==> src/rtl/led_pkg.sv <==
// Shared types and constants for the LED status driver.
// Latency: n/a (declarations only).
// Backpressure: n/a.
package led_pkg;

    // Game phase as seen by the LED driver
    typedef enum logic [1:0] {
        SETUP = 2'd0,
        PLAY  = 2'd1,
        WON   = 2'd2,
        LOST  = 2'd3
    } state_t;

    // 1 Hz blink half-period at 100 MHz
    localparam int unsigned DEF_BLINK_DIV = 50_000_000;

    // Phase bit encoding: 1 = ON half-period, 0 = OFF half-period
    localparam logic PHASE_ON = 1'b1;

    // Loss patterns; bit 0 is lit in the even pattern
    localparam logic [63:0] EVEN_PAT = {32{2'b01}};
    localparam logic [63:0] ODD_PAT  = {32{2'b10}};

endpackage

==> src/rtl/led_blink_timer.sv <==
// Blink phase generator: phase toggles every BLINK_DIV cycles.
// Latency: restart takes effect on the same edge (count 0, phase ON).
// Backpressure: none; free-running while restart is low.
module led_blink_timer
    import led_pkg::*;
#(
    parameter int unsigned BLINK_DIV = DEF_BLINK_DIV
) (
    input  logic clk,
    input  logic rst,
    input  logic restart,
    output logic phase
);

    localparam int unsigned CW = (BLINK_DIV > 1) ? $clog2(BLINK_DIV) : 1;

    logic [CW-1:0] cnt;
    logic          wrap;

    // Compare at 32 bits so the terminal count is never truncated
    assign wrap = (32'(cnt) == 32'(BLINK_DIV - 1));

    // Count 0..BLINK_DIV-1, flip phase on wrap; restart forces a fresh ON half-period
    always_ff @(posedge clk) begin
        if (rst || restart) begin
            cnt   <= '0;
            phase <= PHASE_ON;
        end else if (wrap) begin
            cnt   <= '0;
            phase <= ~phase;
        end else begin
            cnt   <= cnt + CW'(1);
        end
    end

endmodule

==> src/rtl/led_status_ctrl.sv <==
// Registered LED bank driver: game-phase FSM, thermometer/move/blink views, flags on top.
// Latency: 1 cycle from any input to led; state changes show on led one cycle after the state edge.
// Backpressure: none; inputs are sampled every cycle.
module led_status_ctrl
    import led_pkg::*;
#(
    parameter int          NUM_LEDS  = 16,
    parameter int          THERM_W   = 8,
    parameter int          FLAG_W    = 4,
    parameter int          MOVE_W    = 8,
    parameter int unsigned BLINK_DIV = DEF_BLINK_DIV
) (
    input  logic                clk,
    input  logic                rst,
    input  logic [3:0]          color_num,
    input  logic [FLAG_W-1:0]   flags,
    input  logic [MOVE_W-1:0]   moves,
    input  logic                game_start,
    input  logic                game_won,
    input  logic                game_lost,
    input  logic                ack,
    output logic [NUM_LEDS-1:0] led
);

    // Everything below the flag field
    localparam logic [NUM_LEDS-1:0] NF_MASK  = {{FLAG_W{1'b0}}, {(NUM_LEDS-FLAG_W){1'b1}}};
    localparam logic [NUM_LEDS-1:0] EVEN_L   = EVEN_PAT[NUM_LEDS-1:0];
    localparam logic [NUM_LEDS-1:0] ODD_L    = ODD_PAT[NUM_LEDS-1:0];

    state_t               state;
    logic                 phase;
    logic                 restart;
    logic [THERM_W-1:0]   therm;
    logic [NUM_LEDS-1:0]  disp;

    // Game phase FSM; won beats lost when both arrive together
    always_ff @(posedge clk) begin
        if (rst) begin
            state <= SETUP;
        end else begin
            case (state)
                SETUP: if (game_start) state <= PLAY;
                PLAY: begin
                    if (game_won)       state <= WON;
                    else if (game_lost) state <= LOST;
                end
                WON, LOST: if (ack) state <= SETUP;
                default: state <= SETUP;
            endcase
        end
    end

    // Hold the timer cleared outside WON/LOST and on the exit edge, so every
    // entry starts a full ON half-period and a wrap coinciding with ack is dropped
    assign restart = (state == SETUP) || (state == PLAY) || ack;

    led_blink_timer #(
        .BLINK_DIV (BLINK_DIV)
    ) u_timer (
        .clk     (clk),
        .rst     (rst),
        .restart (restart),
        .phase   (phase)
    );

    // Thermometer: lowest min(color_num, THERM_W) bits lit
    always_comb begin
        therm = '0;
        for (int i = 0; i < THERM_W; i++) begin
            therm[i] = (int'(color_num) > i);
        end
    end

    // Field mux for the current game phase, flags overlaid on the top bits
    always_comb begin
        disp = '0;
        case (state)
            SETUP: disp[THERM_W-1:0] = therm;
            PLAY:  disp[MOVE_W-1:0]  = moves;
            WON:   disp = (phase == PHASE_ON) ? NF_MASK : '0;
            LOST:  disp = (phase == PHASE_ON) ? (EVEN_L & NF_MASK) : (ODD_L & NF_MASK);
            default: disp = '0;
        endcase
        disp[NUM_LEDS-1 -: FLAG_W] = flags;
    end

    // Output register
    always_ff @(posedge clk) begin
        if (rst) led <= '0;
        else     led <= disp;
    end

endmodule
==> config.mk <==
export PLATFORM = sky130hd
export DESIGN_NAME = led_status_ctrl
export DESIGN_NICKNAME = d
export VERILOG_FILES = /design/src/rtl/led_pkg.sv /design/src/rtl/led_blink_timer.sv /design/src/rtl/led_status_ctrl.sv
export SDC_FILE = /design/constraint.sdc
export NUM_CORES = 1
export LEC_CHECK = 0
export ABC_AREA = 1
export CORE_ASPECT_RATIO = 1.25
export CORE_MARGIN = 2
export CORE_UTILIZATION = 54
export CTS_BUF_LIST = sky130_fd_sc_hd__clkbuf_4 sky130_fd_sc_hd__clkbuf_8
export CTS_CLUSTER_DIAMETER = 100
export CTS_CLUSTER_SIZE = 40
export DETAILED_ROUTE_END_ITERATION = 7
export HOLD_SLACK_MARGIN = 0.08
export PLACE_DENSITY = 0.82
export SYNTH_ARGS = -nofsm -noshare
export SYNTH_HDL_FRONTEND = slang
export SYNTH_SLANG_ARGS = --single-unit
export TNS_END_PERCENT = 100
==> constraint.sdc <==
create_clock -name clk -period 1.9 [get_ports clk]
set_input_delay 0.38 -clock clk [delete_from_list [all_inputs] [get_ports clk]]
set_output_delay 0.38 -clock clk [all_outputs]
set_load 0.03 [all_outputs]
**After elaboration in Yosys (flattened, before gate mapping)**

Index checks and enable logic that the tools add are counted.

- $add $sub $neg: 1
- Order comparisons: 8
- Eq/ne operators: 7
- Muxes and demuxes: 9
- Bitwise operators: 1
- Reductions and logical operators: 7

Operator list:

| kind | number |
|---|---|
| 8-bit case mux with 4 select lines | 1 |
| 26-bit by 1-bit adder with 26-bit output, second input constant | 1 |
| 26-bit equality test, second input constant | 1 |
| 12-bit 2-to-1 mux | 2 |
| 4-bit by 3-bit > comparator with 1-bit output, second input constant | 4 |
| 4-bit by 1-bit > comparator with 1-bit output, second input constant | 2 |
| 4-bit by 2-bit > comparator with 1-bit output, second input constant | 2 |
| 2-bit 2-to-1 mux | 4 |
| 4-bit case mux with 2 select lines | 1 |
| 2-bit case mux with 3 select lines | 1 |
| 2-bit equality test, second input constant | 2 |
| 2-bit != test, second input constant | 2 |
| 2-bit OR reduction | 2 |
| 1-bit logical OR | 3 |
| 3-bit != test, second input constant | 1 |
| 3-bit AND reduction | 1 |
| 2-bit by 1-bit equality test with 1-bit output, second input constant | 1 |
| 2-bit zero test | 1 |
| 1-bit NOT | 1 |

- Bits in registers: 45
- Input bits: 22
- Output and inout port bits: 16
- Logic and storage cells: 37

**Logic depth before layout (Yosys ltp)**

- Depth after elaboration: 5
- Depth in mapped cells: 9
- Mapped depth without buffers: 8

**Cells and area by module**

Synthesis repeated with hierarchy kept, for this count alone.

- Cell total of the unflattened synthesis: 333
- Area total of the unflattened synthesis: 2,152.1 µm²

Modules (own cells, without submodules):

| module | times used | cells each | area each (µm²) | sequential area each (µm²) |
|---|---|---|---|---|
| led_blink_timer | 1 | 228 | 1,451.4 | 540.5 |
| led_status_ctrl | 1 | 105 | 700.7 | 320.3 |

**Least setup slack after synthesis**

OpenSTA, ideal clock, no wires.

- Path type: reg2reg
- Start point: register u_timer.cnt[0]
- End point: register u_timer.cnt[11]
- Setup time: 0.115 ns
- Arrival: 1.295 ns
- Required time: 1.785 ns
- Path slack: 0.490 ns
- Stages on the path, launching flop included: 10
- Buffers on the path: 1
- Clock period less this slack: 1.410 ns
- Path through: dfxtp_1 -> ha_1 -> nand3_1 -> inv_2 -> nand2_1 -> nor2_2 -> nand2_2 -> nand2_4 -> buf_6 -> nor2_1

- Cells in the longest elaborated chain, start to end: 2
- Elaborated cells on any way between the ends: 3
- Classes of those cells: add/sub: 1; eq/ne: 1; reduce/logical: 1

RTL lines:

| what | RTL line | text |
|---|---|---|
| start: declaration | led_blink_timer.sv:17 | `logic [CW-1:0] cnt;` |
| start signal: assignment | led_blink_timer.sv:32 | `cnt <= cnt + CW'(1);` |
| parallel branches: the longest is 2 deep, another holds 26-bit by 1-bit adder with 26-bit output | - |  |

Several ways; the timed one is not identified.
A chain may end at the register's enable or synchronous reset.

==> key figures <==
Outcome
  – Status: completed

Logic synthesis
  – Synth area leader: dfxtp_1
  – Post-synth net total: 332
  – Cell with the most instances after synthesis: nand2_1
  – Unique masters post-synth: 30
  – Most frequent cells after synthesis: nand2_1, nor2_1, dfxtp_1
  – Yosys top cell area share: 40.83%
  – Mapped Area: 2108 um2
  – Post-synth EDFFs: 0
  – Area contributors post-synth: dfxtp_1, nand2_1, nor2_1, inv_1, nand3_1
  – Async S/R FF share, synth: 0%
  – Cell count after synthesis: 309
  – Seq/Total Area, Yosys: 40.83%
  – Syn avg cell area: 6.823 um2
  – FF+latch count, synth: 43
  – YS warnings: 0
  – Most used DFF post-synth: dfxtp_1

Setup path
  – Crit path buffers/inverters: 1
  – Crit-path cells: clkdlybuf4s50_1
  – Worst path top cell family by delay: buffers and inverters
  – Slowest CP cell: clkdlybuf4s50_1
  – CP Launch Type: flop
  – Worst reg2reg path depth: 8
  – CP arrival: 1.30 ns
  – Worst Path Max Fanout: 2
  – Reg2Reg Setup Slack: 0.27 ns
  – Worst path depth: 1
  – Type of the worst setup path: reg2out
  – Reg2reg end: u_timer.cnt[11]
  – Required @ worst endpoint: 1.52 ns
  – Crit-path max cell delay: 0.67 ns
  – Worst r2r src: u_timer.cnt[0]
  – Critical Path Source: led[10]
  – Crit path capture type: output pin

STA
  – Worst-Margin Slew: 0.3812 ns
  – # setup viols final: 0
  – Setup TNS: 0 ns
  – Max-slew violation count: 0
  – Clock Skew: 0.002509 ns
  – Final min period: 1.679 ns
  – Fin. Hold Viols: 0
  – Unrepaired setup endpoints after global routing: no
  – Slew headroom: 74.56%
  – Final WS setup: 0.2214 ns
  – Final cycle utilization of the critical path: 88.35%
  – Fmax achieved: 595.7 MHz

Clock network
  – Postcts setup bufs: 0
  – Post_cts resized: 0
  – CTS Buf Count: 5
  – Worst skew pair latency: 0.29 ns
  – Root buf cell: clkbuf_8
  – CTS tree: yes
  – # H-tree levels: 2
  – CTS clk-pin slew, worst paths: 0.08 ns
  – Clk buf depth: 2
  – Hold Buf Count CTS: 0
  – # clock sinks: 43

Route
  – DR pass1 iterations: 4
  – Drt via density: 5.085
  – Antenna viol nets, final: 0
  – # DRC: 0
  – Wire per inst: 11.24 um
  – Drt initial violations: 73
  – Final WL: 4.348 mm
  – Routed via count: 1968

Pwr
  – Total design power: 1.787 mW
  – Worst vdd ir: 0.5876 mV
  – Pwr/cell area: 695.9 nW/um2
  – Pleak: 0.8924 nW

Floorplan
  – FP Rows: 25
  – Starting Density: 56.17%
  – # IOs: 38
  – Chip height: 73.86 um
  – Die W: 59.89 um
  – CORE AREA: 3754 um2
  – Die area: 4423 um2

Min path
  – Hold Path End: u_timer.cnt[0]
  – Hold-critical path depth: 1
  – Hold path start: u_timer.cnt[0]
  – Tightest Hold Check Type: reg2reg

Placement
  – Final Wtd Congestion: 0.8444
  – Pre-CTS setup slack: 0.2077 ns
  – DPL Wire Length: 3.418 mm
  – IO buf count: 37

GRT
  – Initial antenna violation count: 0
  – Vias in the first global route: 1870
  – Gr ovfl total: 0
  – First-pass GRT wire length: 7.603 mm
  – GRT Util Overall: 22.66%
  – Largest net degree at the start of global routing: 25

Final layout
  – Synthesis-to-layout area growth: 21.78%
  – Multi-input logic area: 1064 um2
  – Share of cells above drive strength 1: 8.357%
  – ANT cells: 0
  – Final #Nets: 371
  – Fill count: 324
  – Reg area: 860.8 um2

Flow run
  – Max Cap Viol: 0
[sequential cells by signal (all words and copies together), names as in the netlist]
| name | flops |
|---|---|
| led | 14 |
| u_timer.phase | 1 |
| state | 2 |
| u_timer.cnt | 26 |
[cell families (layout without fill, tap and decap cells)]
group / after synthesis / in the layout / synth area share, %
and+or+nand+nor: 181 / 181 / 36.62
DFF: 43 / 43 / 40.83
buffers and inverters: 43 / 81 / 8.724
xor gates and xnor gates: 12 / 12 / 4.985
adders and majority gates: 1 / 1 / 0.5934
AOI/OAI and AO/OA: 29 / 29 / 8.249
[cells in the final DEF, fill, tap and decap left out]
cell,instances
nand3b_1,2
a31oi_1,3
nand3_1,19
xnor2_1,7
inv_1,32
o21ai_1,1
nor3_1,2
clkbuf_8,5
and2_1,1
nand4_1,1
ha_1,1
or2_2,1
a21oi_1,15
nor2_2,7
nand2_2,1
a21oi_2,5
xor2_1,5
clkinvlp_4,1
nor2_1,69
clkdlybuf4s50_1,37
a2bb2oi_1,1
dfxtp_1,43
nand2_1,74
o31ai_1,1
inv_2,5
o21ai_0,3
buf_4,1
nor2_8,1
or2_4,1
or2_0,1
nand2_4,1
[per-layer routing]
metal  vias up  global-route usage, %  share of wire [%]
li1       1029                      -                  -
met1       873                  23.80                 41
met2        51                  38.89                 50
met3        15                  8.275                6.4
met4         0                  11.36                3.3
met5         -                      0                  0
[per-stage QoR]
stage	hold WS (ns)	utilization, %	cell area [um2]	instances
2_1_floorplan	0.4296	-	2108	309
3_3_place_gp	0.4386	66.37	2491	381
3_5_place_dp	0.4518	66.37	2491	381
4_1_cts	0.4688	68.40	2567	387
5_1_grt	0.5098	68.40	2567	387
6_report	0.4640	68.40	2567	387
[power by group]
part	switching, mW	leakage [nW]	internal, mW
Sequential	0.0163	0.350	0.937
Clock	0.294	0.0361	0.244
Combinational	0.164	0.506	0.132
[area by class of cell]
cell class                 count  share of cell area (%)
timing repair buffer          38                   14.72
inverter                      37                   5.409
tap                           40                   1.949
clock inverter                 1                  0.2924
sequential                    43                   33.53
multi-input combinational    223                   41.42
clock buffer                   5                   2.680
[how the worst max path moves through the flow]
stage          slack, ns               to
3_3_place_gp        0.25           led[6]
2_1_floorplan       0.49  u_timer.cnt[11]
4_1_cts             0.21           led[8]
3_5_place_dp        0.21  u_timer.cnt[11]
5_1_grt             0.11  u_timer.cnt[11]
6_report            0.22           led[8]
Power figures use the tool's default switching activity.
